--- src/rtl/wb_sequencer.sv ---
// Block command sequencer: one READ/WRITE transfer per word, with retry and timeout.
// Outputs registered; one transfer in flight; write data stalls in FETCH, read data holds in DRAIN.
module wb_sequencer #(
  parameter int unsigned ADDR    = 24,
  parameter int unsigned WIDTH   = 32,
  parameter int unsigned CBITS   = 8,
  parameter int unsigned RETRY   = 2,
  parameter int unsigned TIMEOUT = 255,
  parameter int unsigned DELAY   = 3
) (
  input  logic             clk_i,
  input  logic             rst_ni,
  input  logic             start_i,
  input  logic             write_i,
  input  logic [ADDR-1:0]  addr_i,
  input  logic [CBITS-1:0] len_i,
  output logic             busy_o,
  output logic             done_o,
  output logic             fail_o,
  input  logic             s_valid_i,
  output logic             s_ready_o,
  input  logic [WIDTH-1:0] s_data_i,
  output logic             m_valid_o,
  input  logic             m_ready_i,
  output logic [WIDTH-1:0] m_data_o,
  output logic             xfer_read_o,
  output logic             xfer_write_o,
  input  logic             xfer_busy_i,
  input  logic             xfer_done_i,
  input  logic             xfer_fail_i,
  output logic [ADDR-1:0]  adr_o,
  output logic [WIDTH-1:0] dat_o,
  input  logic [WIDTH-1:0] dat_i
);

  localparam int unsigned RW = (RETRY > 0) ? $clog2(RETRY + 1) : 1;
  localparam int unsigned TW = (TIMEOUT > 0) ? $clog2(TIMEOUT + 1) : 1;
  localparam logic [RW-1:0] RETRY_MAX = RW'(RETRY);
  localparam logic [TW-1:0] TMO_LAST  = TW'((TIMEOUT > 0) ? TIMEOUT - 1 : 0);

  // DELAY only shapes behavioural models; the synthesizable registers carry no delay.
  if (DELAY > 32'd1000000) begin : g_delay_range
  end

  typedef enum logic [2:0] {
    S_IDLE  = 3'd0,
    S_FETCH = 3'd1,
    S_ISSUE = 3'd2,
    S_WAIT  = 3'd3,
    S_DRAIN = 3'd4
  } state_t;

  state_t           state_q, state_d;
  logic [ADDR-1:0]  adr_q, adr_d;
  logic [WIDTH-1:0] dat_q, dat_d;
  logic [WIDTH-1:0] mdat_q, mdat_d;
  logic [CBITS-1:0] rem_q, rem_d;
  logic [RW-1:0]    retry_q, retry_d;
  logic [TW-1:0]    tmo_q, tmo_d;
  logic             dir_q, dir_d;
  logic             busy_q, busy_d;
  logic             done_q, done_d;
  logic             fail_q, fail_d;
  logic             xrd_q, xrd_d;
  logic             xwr_q, xwr_d;
  logic             tmo_hit;

  assign tmo_hit = (TIMEOUT != 0) && (tmo_q == TMO_LAST);

  always_ff @(posedge clk_i or negedge rst_ni) begin
    if (!rst_ni) begin
      state_q <= S_IDLE;
      adr_q   <= '0;
      dat_q   <= '0;
      mdat_q  <= '0;
      rem_q   <= '0;
      retry_q <= '0;
      tmo_q   <= '0;
      dir_q   <= 1'b0;
      busy_q  <= 1'b0;
      done_q  <= 1'b0;
      fail_q  <= 1'b0;
      xrd_q   <= 1'b0;
      xwr_q   <= 1'b0;
    end else begin
      state_q <= state_d;
      adr_q   <= adr_d;
      dat_q   <= dat_d;
      mdat_q  <= mdat_d;
      rem_q   <= rem_d;
      retry_q <= retry_d;
      tmo_q   <= tmo_d;
      dir_q   <= dir_d;
      busy_q  <= busy_d;
      done_q  <= done_d;
      fail_q  <= fail_d;
      xrd_q   <= xrd_d;
      xwr_q   <= xwr_d;
    end
  end

  always_comb begin
    state_d = state_q;
    adr_d   = adr_q;
    dat_d   = dat_q;
    mdat_d  = mdat_q;
    rem_d   = rem_q;
    retry_d = retry_q;
    tmo_d   = tmo_q;
    dir_d   = dir_q;
    busy_d  = busy_q;
    done_d  = 1'b0;
    fail_d  = 1'b0;
    xrd_d   = 1'b0;
    xwr_d   = 1'b0;

    unique case (state_q)
      S_IDLE: begin
        if (start_i) begin
          adr_d   = addr_i;
          rem_d   = len_i;
          dir_d   = write_i;
          retry_d = '0;
          busy_d  = 1'b1;
          state_d = write_i ? S_FETCH : S_ISSUE;
        end
      end
      S_FETCH: begin
        if (s_valid_i) begin
          dat_d   = s_data_i;
          state_d = S_ISSUE;
        end
      end
      S_ISSUE: begin
        if (!xfer_busy_i) begin
          xwr_d   = dir_q;
          xrd_d   = !dir_q;
          tmo_d   = '0;
          state_d = S_WAIT;
        end
      end
      S_WAIT: begin
        tmo_d = tmo_q + TW'(1);
        // done takes priority over a simultaneous fail or timeout
        if (xfer_done_i) begin
          if (!dir_q) begin
            mdat_d  = dat_i;
            state_d = S_DRAIN;
          end else if (rem_q == '0) begin
            done_d  = 1'b1;
            busy_d  = 1'b0;
            state_d = S_IDLE;
          end else begin
            adr_d   = adr_q + ADDR'(1);
            rem_d   = rem_q - CBITS'(1);
            retry_d = '0;
            state_d = S_FETCH;
          end
        end else if (xfer_fail_i || tmo_hit) begin
          if (retry_q < RETRY_MAX) begin
            retry_d = retry_q + RW'(1);
            state_d = S_ISSUE;
          end else begin
            fail_d  = 1'b1;
            busy_d  = 1'b0;
            state_d = S_IDLE;
          end
        end
      end
      S_DRAIN: begin
        if (m_ready_i) begin
          if (rem_q == '0) begin
            done_d  = 1'b1;
            busy_d  = 1'b0;
            state_d = S_IDLE;
          end else begin
            adr_d   = adr_q + ADDR'(1);
            rem_d   = rem_q - CBITS'(1);
            retry_d = '0;
            state_d = S_ISSUE;
          end
        end
      end
      default: state_d = S_IDLE;
    endcase
  end

  assign busy_o       = busy_q;
  assign done_o       = done_q;
  assign fail_o       = fail_q;
  assign s_ready_o    = (state_q == S_FETCH);
  assign m_valid_o    = (state_q == S_DRAIN);
  assign m_data_o     = mdat_q;
  assign xfer_read_o  = xrd_q;
  assign xfer_write_o = xwr_q;
  assign adr_o        = adr_q;
  assign dat_o        = dat_q;

endmodule

--- config.mk ---
export PLATFORM = sky130hd
export DESIGN_NAME = wb_sequencer
export DESIGN_NICKNAME = d
export VERILOG_FILES = /design/src/rtl/wb_sequencer.sv
export SDC_FILE = /design/constraint.sdc
export NUM_CORES = 1
export LEC_CHECK = 0
export CORE_ASPECT_RATIO = 0.6
export CORE_MARGIN = 1
export CORE_UTILIZATION = 42
export CTS_BUF_LIST = sky130_fd_sc_hd__clkbuf_4 sky130_fd_sc_hd__clkbuf_8
export DETAILED_ROUTE_END_ITERATION = 8
export GPL_TIMING_DRIVEN = 0
export PLACE_DENSITY = 0.79
export SKIP_CTS_REPAIR_TIMING = 1
export SYNTH_ARGS = -nofsm -noshare
export SYNTH_HDL_FRONTEND = slang
export SYNTH_SLANG_ARGS = --single-unit
export TNS_END_PERCENT = 5
--- constraint.sdc ---
create_clock -name clk_i -period 2.3 [get_ports clk_i]
set_clock_uncertainty 0.05 [all_clocks]
set_input_delay 0.46 -clock clk_i [delete_from_list [all_inputs] [get_ports clk_i]]
set_output_delay 0.46 -clock clk_i [all_outputs]
set_load 0.005 [all_outputs]
==> After elaboration in Yosys (flattened, before gate mapping) <==
Index checks and enable logic that the tools add are counted.
Widths: inputs -> output; s select.
{ "totals": {"regBits": 115, "latch_bits": 0, "ram_bits": 0, "mem_bits_ro": 0, "input_bits": 105, "output_inout_bits": 95, "elab_cells": 103, "n_memories": 0} }
{ "op_classes": {"add_sub_neg": 4, "n_mul": 0, "div_mod_pow": 0, "magnitude_cmp": 1, "eq_ne": 15, "shifts": 0, "n_mux": 55, "bitwise_logic": 1, "n_reduce_logical": 14} }
{ "op_table": {"columns": ["op", "count"], "rows": [
  ["$mux 24", 5],
  ["$pmux 24 s3", 1],
  ["$mux 8", 6],
  ["$add 24x1->24 const B", 1],
  ["$pmux 8 s3", 1],
  ["$mux 3", 7],
  ["$mux 1", 20],
  ["$mux 2", 10],
  ["$pmux 8 s2", 1],
  ["$pmux 3 s5", 1],
  ["$ne 3x3->1 const B", 4],
  ["$reduce_and 6->1", 2],
  ["$ne 2x2->1 const B", 5],
  ["$reduce_and 5->1", 2],
  ["$add 8x1->8 const B", 1],
  ["$eq 8x8->1 const B", 1],
  ["$logic_not 8->1", 1],
  ["$sub 8x1->8 const B", 1],
  ["$eq 3x2->1 const B", 2],
  ["$pmux 2 s3", 1],
  ["$reduce_and 2->1", 3],
  ["$eq 3x1->1 const B", 1],
  ["$eq 3x3->1 const B", 1],
  ["$logic_not 3->1", 1],
  ["11 further kinds", 11]
]} }

==> Longest topological paths before layout <==
Gate-level depths: netlist of the first run.
{ "logic_depth": {"ltp_word": 5, "ltp_mapped": 10, "depth_no_buf": 7} }

==> Least setup slack after synthesis of the first run <==
OpenSTA, ideal clock, no wires.
{ "synth_timing": {"path_type": "reg-to-reg", "startpoint": "register rem_q[0]", "endpoint": "register rem_q[0]", "setup_time_ps": 127, "arrival_ps": 2183, "required_ps": 2123, "slack_ps": -61, "stages_incl_launch_ff": 10, "path_buffers": 2, "synth_period_minus_slack_ps": 2361, "cell_sequence": "dfrtp_1 -> inv_1 -> ha_1 -> or4b_4 -> or4_1 -> buf_4 -> a2bb2oi_4 -> buf_6 -> nand3_1 -> o211ai_2"} }
{ "synth_between": {"elab_chain_len": 5, "word_cells_on_any_way": 7, "cone_classes": "1 x add/sub; 5 x mux; 1 x reduce/logical"} }
{ "synth_rtl": {"columns": ["element", "line", "source"], "rows": [
  ["start: declaration", "57", "logic [CBITS-1:0] rem_q, rem_d;"],
  ["start signal: assignment", "90", "rem_q <= rem_d;"],
  ["$sub 8x1->8 / $logic_not 8->1 (equally long branches)", null, null],
  ["$mux 8 (*)", "149, 172", null],
  ["$mux 8", "146", "if (!dir_q) begin"],
  ["$mux 8", "145", "if (xfer_done_i) begin"],
  ["$pmux 8 s3 (*)", "117", "unique case (state_q)"]
]} }
Mark *: on every way between the ends. The rest lies on a longest branch, timed or not. The select of a mux whose other input is x is not followed.
A chain may end at the register's enable or synchronous reset.

==> Worst setup path in the final report of the first run <==
{ "layout_timing": {"startpoint": "register rem_q[0]", "endpoint": "register rem_q[3]"} }
The elaborated chain is that of the path after synthesis.

==> results of run 1 <==
-- metrics by stage --
stage / utilization [%] / setup TNS [ns] / cell area [sq um] / hold slack, ns / power [mW]
floorplan: - / 0 / 5450 / 0.114 / 6.17
finish: 66.0 / -3.56 / 8140 / 0.441 / 10.9
detailed placement: 62.1 / -8.44 / 7660 / 0.391 / 8.87
global route: 66.0 / -7.13 / 8140 / 0.452 / 11.6
global placement: 61.9 / -435.19 / 7630 / 0.408 / 8.66
CTS: 65.4 / -6.84 / 8070 / -0.0878 / 10.9
-- registers in the layout, indices dropped and copies added, names as in the netlist --
name / count
xfer_write_o: 1
done_o: 1
dir_q: 1
state_q: 3
dat_o: 32
fail_o: 1
adr_o: 24
busy_o: 1
retry_q: 2
tmo_q: 8
xfer_read_o: 1
m_data_o: 32
rem_q: 8
-- Yosys cell counts, drive strengths merged, types with 2 or more instances --
master   number  area share [%]
o21ai        44             4.1
ha            4            0.92
o211ai        3            0.60
o21bai        2            0.28
dfrtp       115              53
a32oi         3            0.48
or3           3            0.35
o31a          2            0.32
mux2         66              14
o22ai         8            0.92
and4          2            0.32
nor3b         2            0.28
a22oi         2            0.46
a211oi        4            0.55
and2          2            0.23
nand3        26             2.4
mux2i         4            0.74
a21oi        41             3.8
a2bb2oi      12             2.3
inv           8            0.55
nor3          7            0.65
a31oi         3            0.35
nor2         25             1.8
o2bb2ai       2            0.67
nand2        33             2.3
nand4        10             1.2
and3          8            0.92
nor4          2            0.23
buf          19             2.2
nand2b        2            0.23
clkbuf       14            0.97
-- kinds of logic after synthesis --
logic type,after synthesis,share of synthesized area [%]
muxes,70,14.4
DFF,115,53.0
and+or+nand+nor,130,12.2
AOI/OAI and AO/OA,132,15.6
buffers and inverters,42,3.81
adders and majority gates,4,0.923
-- power breakdown --
part           switching [mW]  leakage (nW)  internal, mW  total, mW
Sequential              0.739          1.38          2.97       3.71
Clock                   0.949         0.203         0.998       1.95
Combinational            2.29          1.74          2.97       5.27
-- metal layers --
layer	routed length (um)	track usage [%]	share of wire [%]	up-vias
met5	0	0	0	-
met4	277	8.42	1.7	0
met3	1830	9.85	11	25
met2	7610	38.1	47	276
met1	6620	32.7	41	2398
li1	-	-	-	2253
-- worst min-delay path by stage --
stage,depth (start not counted),endpoint,from,slack [ns]
3_5_place_dp,1,adr_o[9],rst_ni,0.39
4_1_cts,1,adr_o[9],rst_ni,-0.09
2_1_floorplan,0,adr_o[0],rst_ni,0.11
6_report,1,tmo_q[7],tmo_q[7],0.44
5_1_grt,1,tmo_q[7],tmo_q[7],0.45
3_3_place_gp,1,tmo_q[7],tmo_q[7],0.41
-- worst register-to-register path: cells and delay by family (launching register included) --
| kind | cells | cell delay (ns) |
|---|---|---|
| buffers and inverters | 3 | 0.45 |
| AND/OR/NAND/NOR | 2 | 0.92 |
| adder cells (fa/ha/maj) | 1 | 0.15 |
| flip-flops | 1 | 0.39 |
| AO/OA/AOI/OAI | 3 | 0.43 |
-- cell type report --
| type | instances | area (sq um) | share of cell area, % |
|---|---|---|---|
| clock inverters | 14 | 171 | 2.11 |
| well taps | 165 | 206 | 2.54 |
| multi-input cells | 336 | 2370 | 29.1 |
| repair buffers | 202 | 2040 | 25.0 |
| flip-flops and latches | 115 | 2880 | 35.3 |
| plain buffers | 33 | 204 | 2.50 |
| clock buffers | 17 | 234 | 2.87 |
| inverters | 9 | 37.5 | 0.461 |
==> run summary, run 1 <==
PLACE
------------------------------------------------------------------------------------
Weighted congestion at the end of routability-driven global placement          0.926
Number of placed cells counting well taps                                        857
Placed wire-length estimate after detailed placement                         12.0 mm
Post-placement setup slack                                                 -0.182 ns
Port Buf Inserts                                                                 198

WORST SETUP PATH
------------------------------------------------------------------------------------
Critical Setup Path Class                                                    reg2reg
Dominant delay contributor by cell family on the critical path          simple AND/OR/NAND/NOR gates
WP depth                                                                           9
Critical-path cell with the highest stage delay                               or4b_4
Cells on worst reg2reg path                                                        9
Worst Setup SP                                                              rem_q[0]
Count of buffer and inverter cells on the critical path                            3
Worst setup endpoint                                                        rem_q[3]
Startpoint class of the critical path                                           flop
Launching point of the worst reg2reg path                                   rem_q[0]
Worst endpoint data arrival time                                             2.76 ns
Worst reg2reg endpoint                                                      rem_q[3]
List of cells traversed by the critical path                            inv_2 > ha_4 > or4b_4 > or4_4 > buf_6 > a2bb2oi_4 > buf_6 > a21oi_1 > a21oi_1
Required @ worst endpoint                                                    2.57 ns
Worst setup slack for register-to-register paths                            -0.19 ns
Maximum fanout along the worst path                                               10
Endpoint kind of the worst setup timing path                                    flop
Delay contributed by the slowest stage of the critical path                  0.49 ns

ROUTING
------------------------------------------------------------------------------------
Total routed wirelength                                                      16.3 mm
First-pass iteration count of the detailed router                                  5
Average wire per cell in the routed design                                   18.3 um
Final ANT Viol Nets                                                                0
Overall via count from detail_route                                            4,952
Via/cell ratio                                                                  5.56
Post-route DRC violation count                                                     0
Initial drt markers                                                              368

OUTCOME
------------------------------------------------------------------------------------
Status                                                                  complete, but fails checks
Violations in the final reports                                         setup timing

SYNTH
------------------------------------------------------------------------------------
Sequential cell area fraction in the yosys report                              53.0%
Distinct cells, synth                                                             54
Share of flip-flops with an asynchronous set or reset after synthesis           100%
Post-synth EDFFs                                                                   0
Synth Net Count                                                                  602
Synthesized instance count                                                       493
Post-Syn Area per Cell                                                    11.0 sq um
Number of warnings issued by yosys                                                 0
Cell area after synthesis                                               0.00543 sq mm
Number of synthesized register bits                                              115
Most instantiated flip-flop cell in the synthesis netlist                    dfrtp_1

STA
------------------------------------------------------------------------------------
Shortest period the worst path allows                                        2.49 ns
Number of max-slew violations in the final report                                  0
Worst slew margin relative to its limit                                        51.1%
Highest Clock Rate                                                         0.402 GHz
Setup repair after global routing missed its margin                              yes
Worst path setup slack after routing                                       -0.187 ns
Final worst-path cycle share                                                    108%
Transition time at the pin with the least slew margin                       0.724 ns
Final setup vio count                                                             35
Number of hold-slack violations in the final timing report                         0

GLOBAL ROUTING
------------------------------------------------------------------------------------
Grt total ovfl                                                                     0
First-pass GRT wire length                                                   26.0 mm
Maximum number of pins on one net before global-route repair                      65
Antenna violations before repair                                                   0
Via count of the first global-routing pass                                     5,019
All-layer global routing usage                                                 25.2%

CELLS AND AREA
------------------------------------------------------------------------------------
Antenna fix cells                                                                  0
Layout cell share with drive strength beyond 1                                 19.7%
Most frequent cells in the layout                                       196 x clkdlybuf4s50_1, 115 x dfrtp_1, 66 x mux2_2
Count of nets after finishing                                                    823
Most common cell after layout, fill and taps aside                      clkdlybuf4s50_1
Synthesis-to-layout area growth                                                50.1%
Post-layout instance count excluding filler cells                                891
Layout fillers                                                                   953

CLOCKING
------------------------------------------------------------------------------------
CTS Sinks                                                                        115
Number of buffers added by the clock tree synthesis step                          17
Level count of the clock H-tree                                                    4
Clock Pin Slew Worst Setup and Hold Paths                                    0.09 ns
Buffer levels on the longest clock path                                            2
TritonCTS clock tree                                                           built
Buffer type at the clock tree root                                          clkbuf_8
Source-to-sink clock delay at the later pin of the worst-skew pair           0.43 ns

FLOW RUN
------------------------------------------------------------------------------------
Max-cap viol count                                                                 0

POWER
------------------------------------------------------------------------------------
Peak supply drop                                                            0.666 mV
Leak Pwr                                                                     3.33 nW
PD cells                                                                1340 mW/mm^2

FLOORPLAN
------------------------------------------------------------------------------------
Effective utilization at floorplan                                             44.0%
Area of the core                                                        0.0123 sq mm
Die Ht                                                                       90.0 um
Die Span X                                                                    149 um
DIE AREA                                                                0.0134 sq mm
Number of ports placed on the die boundary                                       200
Site Rows                                                                         31

WORST HOLD PATH
------------------------------------------------------------------------------------
Tightest Hold Check Type                                                     reg2reg

Power figures use the tool's default switching activity.
==> run 2, diff against run 1 <==
--- a/config.mk
+++ b/config.mk
@@ -11,7 +11,7 @@
 export CTS_BUF_LIST = sky130_fd_sc_hd__clkbuf_4 sky130_fd_sc_hd__clkbuf_8
 export DETAILED_ROUTE_END_ITERATION = 8
 export GPL_TIMING_DRIVEN = 0
-export PLACE_DENSITY = 0.79
+export PLACE_DENSITY = 0.82
 export SKIP_CTS_REPAIR_TIMING = 1
 export SYNTH_ARGS = -nofsm -noshare
 export SYNTH_HDL_FRONTEND = slang
==> run summary, run 2 (synthesized netlist as in run 1, its figures left out) <==
GLOBAL ROUTING
------------------------------------------------------------------------------------
Via count of the first global-routing pass                                     5,140   +2.4%
Antenna violations before repair                                                   1   +1
All-layer global routing usage                                                 25.9%   +0.78 points
Grt total ovfl                                                                     0   unchanged
First-pass GRT wire length                                                   26.6 mm   +2.4%
Maximum number of pins on one net before global-route repair                      61   -6.2%

ROUTING
------------------------------------------------------------------------------------
First-pass iteration count of the detailed router                                  5   unchanged
Post-route DRC violation count                                                     0   unchanged
Via/cell ratio                                                                  5.61   +0.99%
Final ANT Viol Nets                                                                0   unchanged
Initial drt markers                                                              413   +12%
Overall via count from detail_route                                            5,046   +1.9%
Average wire per cell in the routed design                                   19.0 um   +3.7%
Total routed wirelength                                                      17.1 mm   +4.6%

PLACE
------------------------------------------------------------------------------------
Weighted congestion at the end of routability-driven global placement          0.892   -3.7%
Port Buf Inserts                                                                 198   unchanged
Placed wire-length estimate after detailed placement                         12.2 mm   +1.6%
Post-placement setup slack                                                 -0.212 ns   -0.0303 ns

POWER
------------------------------------------------------------------------------------
Peak supply drop                                                            0.698 mV   +4.9%
Total design power                                                           11.4 mW   +4.0%
Leak Pwr                                                                     3.38 nW   +1.7%
Switching power of the nets                                                  4.10 mW   +2.9%
Clock share of power                                                           18.6%   +0.8 points
Switch share                                                                   36.1%   -0.40 points
PD cells                                                                1370 mW/mm^2   +2.1%
Cell internal power dissipation                                              7.27 mW   +4.7%
Part of the power in combinational logic                                       48.5%   +0.3 points
Sequential share of power                                                      32.9%   -1.1 points

CELLS AND AREA
------------------------------------------------------------------------------------
Most common cell after layout, fill and taps aside                      clkdlybuf4s50_1
Synthesis-to-layout area growth                                                52.9%
Count of nets after finishing                                                    830   +0.85%
Layout cell share with drive strength beyond 1                                 22.5%   +2.8 points
Final standard cell utilization of the core                                    67.3%   +1.2 points
Most frequent cells in the layout                                       196 x clkdlybuf4s50_1, 115 x dfrtp_1, 66 x mux2_2

FLOORPLAN
------------------------------------------------------------------------------------
Effective utilization at floorplan                                             44.0%   unchanged
Number of ports placed on the die boundary                                       200   unchanged
DIE AREA                                                                0.0134 sq mm   unchanged
Area of the core                                                        0.0123 sq mm   unchanged
Die Ht                                                                       90.0 um   unchanged
Site Rows                                                                         31   unchanged
Die Span X                                                                    149 um   unchanged

STA
------------------------------------------------------------------------------------
Highest Clock Rate                                                         0.406 GHz   +0.87%
Final worst-path cycle share                                                    107%   -0.93 points
Number of hold-slack violations in the final timing report                         0   unchanged
Number of max-slew violations in the final report                                  0   unchanged
Worst path setup slack after routing                                       -0.165 ns   +0.0214 ns
Worst slew margin relative to its limit                                        64.3%   +13 points
Transition time at the pin with the least slew margin                       0.531 ns   -0.193 ns
Setup repair after global routing missed its margin                              yes
Final setup vio count                                                             34   -2.9%
Shortest period the worst path allows                                        2.47 ns   -0.0214 ns

FLOW RUN
------------------------------------------------------------------------------------
Max-cap viol count                                                                 0   unchanged

OUTCOME
------------------------------------------------------------------------------------
Violations in the final reports                                         setup timing
Status                                                                  complete, but fails checks

WORST HOLD PATH
------------------------------------------------------------------------------------
Tightest Hold Check Type                                                     reg2reg

CLOCKING
------------------------------------------------------------------------------------
TritonCTS clock tree                                                           built
Buffer type at the clock tree root                                          clkbuf_8
Level count of the clock H-tree                                                    4   unchanged
Buffer levels on the longest clock path                                            2   unchanged
Source-to-sink clock delay at the later pin of the worst-skew pair           0.42 ns   about the same
Number of buffers added by the clock tree synthesis step                          17   unchanged
CTS Sinks                                                                        115   unchanged
Clock Pin Slew Worst Setup and Hold Paths                                    0.07 ns   -0.02 ns

WORST SETUP PATH
------------------------------------------------------------------------------------
Delay contributed by the slowest stage of the critical path                  0.55 ns   +0.06 ns
Critical-path cell with the highest stage delay                                or4_4
Critical Setup Path Class                                                    reg2reg
Endpoint kind of the worst setup timing path                                    flop
Startpoint class of the critical path                                           flop
Worst endpoint data arrival time                                             2.74 ns   -0.02 ns
Required @ worst endpoint                                                    2.58 ns   about the same
Maximum fanout along the worst path                                                5   -5
Count of buffer and inverter cells on the critical path                            3   unchanged
List of cells traversed by the critical path                            inv_2 > ha_4 > or4b_4 > or4_4 > o2bb2ai_4 > buf_4 > buf_4 > o21ai_0 > o21ai_0
Dominant delay contributor by cell family on the critical path          simple AND/OR/NAND/NOR gates

==> run 2: changes by cell type in the layout (fill, tap and decap cells not counted), sizes merged <==
cell / delta
bufinv: +2
inv: -3
clkinvlp: +2
clkbuf: -4
diode: +1
buf: +11
clkinv: -1
==> run 2: path summary, 6_finish.rpt <==
check / start / end / slack, ns / cells past startpoint
max in group asynchronous: rst_ni / adr_o[11] / 1.01 / 3
setup reg to reg: rem_q[0] / rem_q[4] / -0.17 / 9
setup / recovery: rem_q[0] / rem_q[4] / -0.17 / 9
min in group asynchronous: rst_ni / dat_o[31] / 0.50 / 2
hold / removal: tmo_q[7] / tmo_q[7] / 0.44 / 1
hold reg to reg: tmo_q[7] / tmo_q[7] / 0.44 / 1
==> run 2: area by class of cell <==
cell class                 count  area, sq um
antenna                        1         2.50
buffer                        31          198
clock buffer                  17          234
clock inverter                14          204
fill                         898         4040
inverter                       9         37.5
multi-input combinational    336         2430
sequential                   115         2880
tap                          165          206
timing repair buffer         211         2110
==> run 2: worst register-to-register path, cell delays in order (launching register included) <==
cell	delay, ns
dfrtp_1	0.39
inv_2	0.08
ha_4	0.14
or4b_4	0.48
or4_4	0.55
o2bb2ai_4	0.25
buf_4	0.15
buf_4	0.12
o21ai_0	0.08
o21ai_0	0.09
==> run 2: per-stage QoR <==
step	instances	TNS, ns	area (sq um)	hold slack [ns]
detailed placement	857	-11.79	7660	0.408
global placement	856	-425.19	7630	0.401
global route	898	-4.79	8290	0.447
finish	899	-3.04	8300	0.441
CTS	888	-10.27	8100	-0.0619
floorplan	493	0	5450	0.114
==> run 2: power groups by stage <==
stage	registers [mW]	clock network, mW	logic, mW
6_report	3.74	2.11	5.51
5_1_grt	3.87	2.25	5.93
4_1_cts	3.71	2.15	5.21
3_5_place_dp	3.72	0	5.16
3_3_place_gp	3.65	0	5.01
2_1_floorplan	3.65	0	2.52
==> run 2: layer usage <==
layer	routed length, um	track usage, %	vias to the layer above
met3	1910	9.29	25
met4	203	7.90	0
li1	-	-	2273
met2	7660	38.7	277
met1	7320	35.1	2471
met5	0	0	-
==> run 3, diff against run 2 <==
--- a/config.mk
+++ b/config.mk
@@ -5,13 +5,15 @@
 export SDC_FILE = /design/constraint.sdc
 export NUM_CORES = 1
 export LEC_CHECK = 0
+export CAP_MARGIN = 15
 export CORE_ASPECT_RATIO = 0.6
 export CORE_MARGIN = 1
 export CORE_UTILIZATION = 42
 export CTS_BUF_LIST = sky130_fd_sc_hd__clkbuf_4 sky130_fd_sc_hd__clkbuf_8
+export CTS_CLUSTER_DIAMETER = 60
 export DETAILED_ROUTE_END_ITERATION = 8
 export GPL_TIMING_DRIVEN = 0
-export PLACE_DENSITY = 0.82
+export PLACE_DENSITY = 0.79
 export SKIP_CTS_REPAIR_TIMING = 1
 export SYNTH_ARGS = -nofsm -noshare
 export SYNTH_HDL_FRONTEND = slang
==> results of run 3 <==
No change in the layout: final DEF, timing and power equal those of run 1.
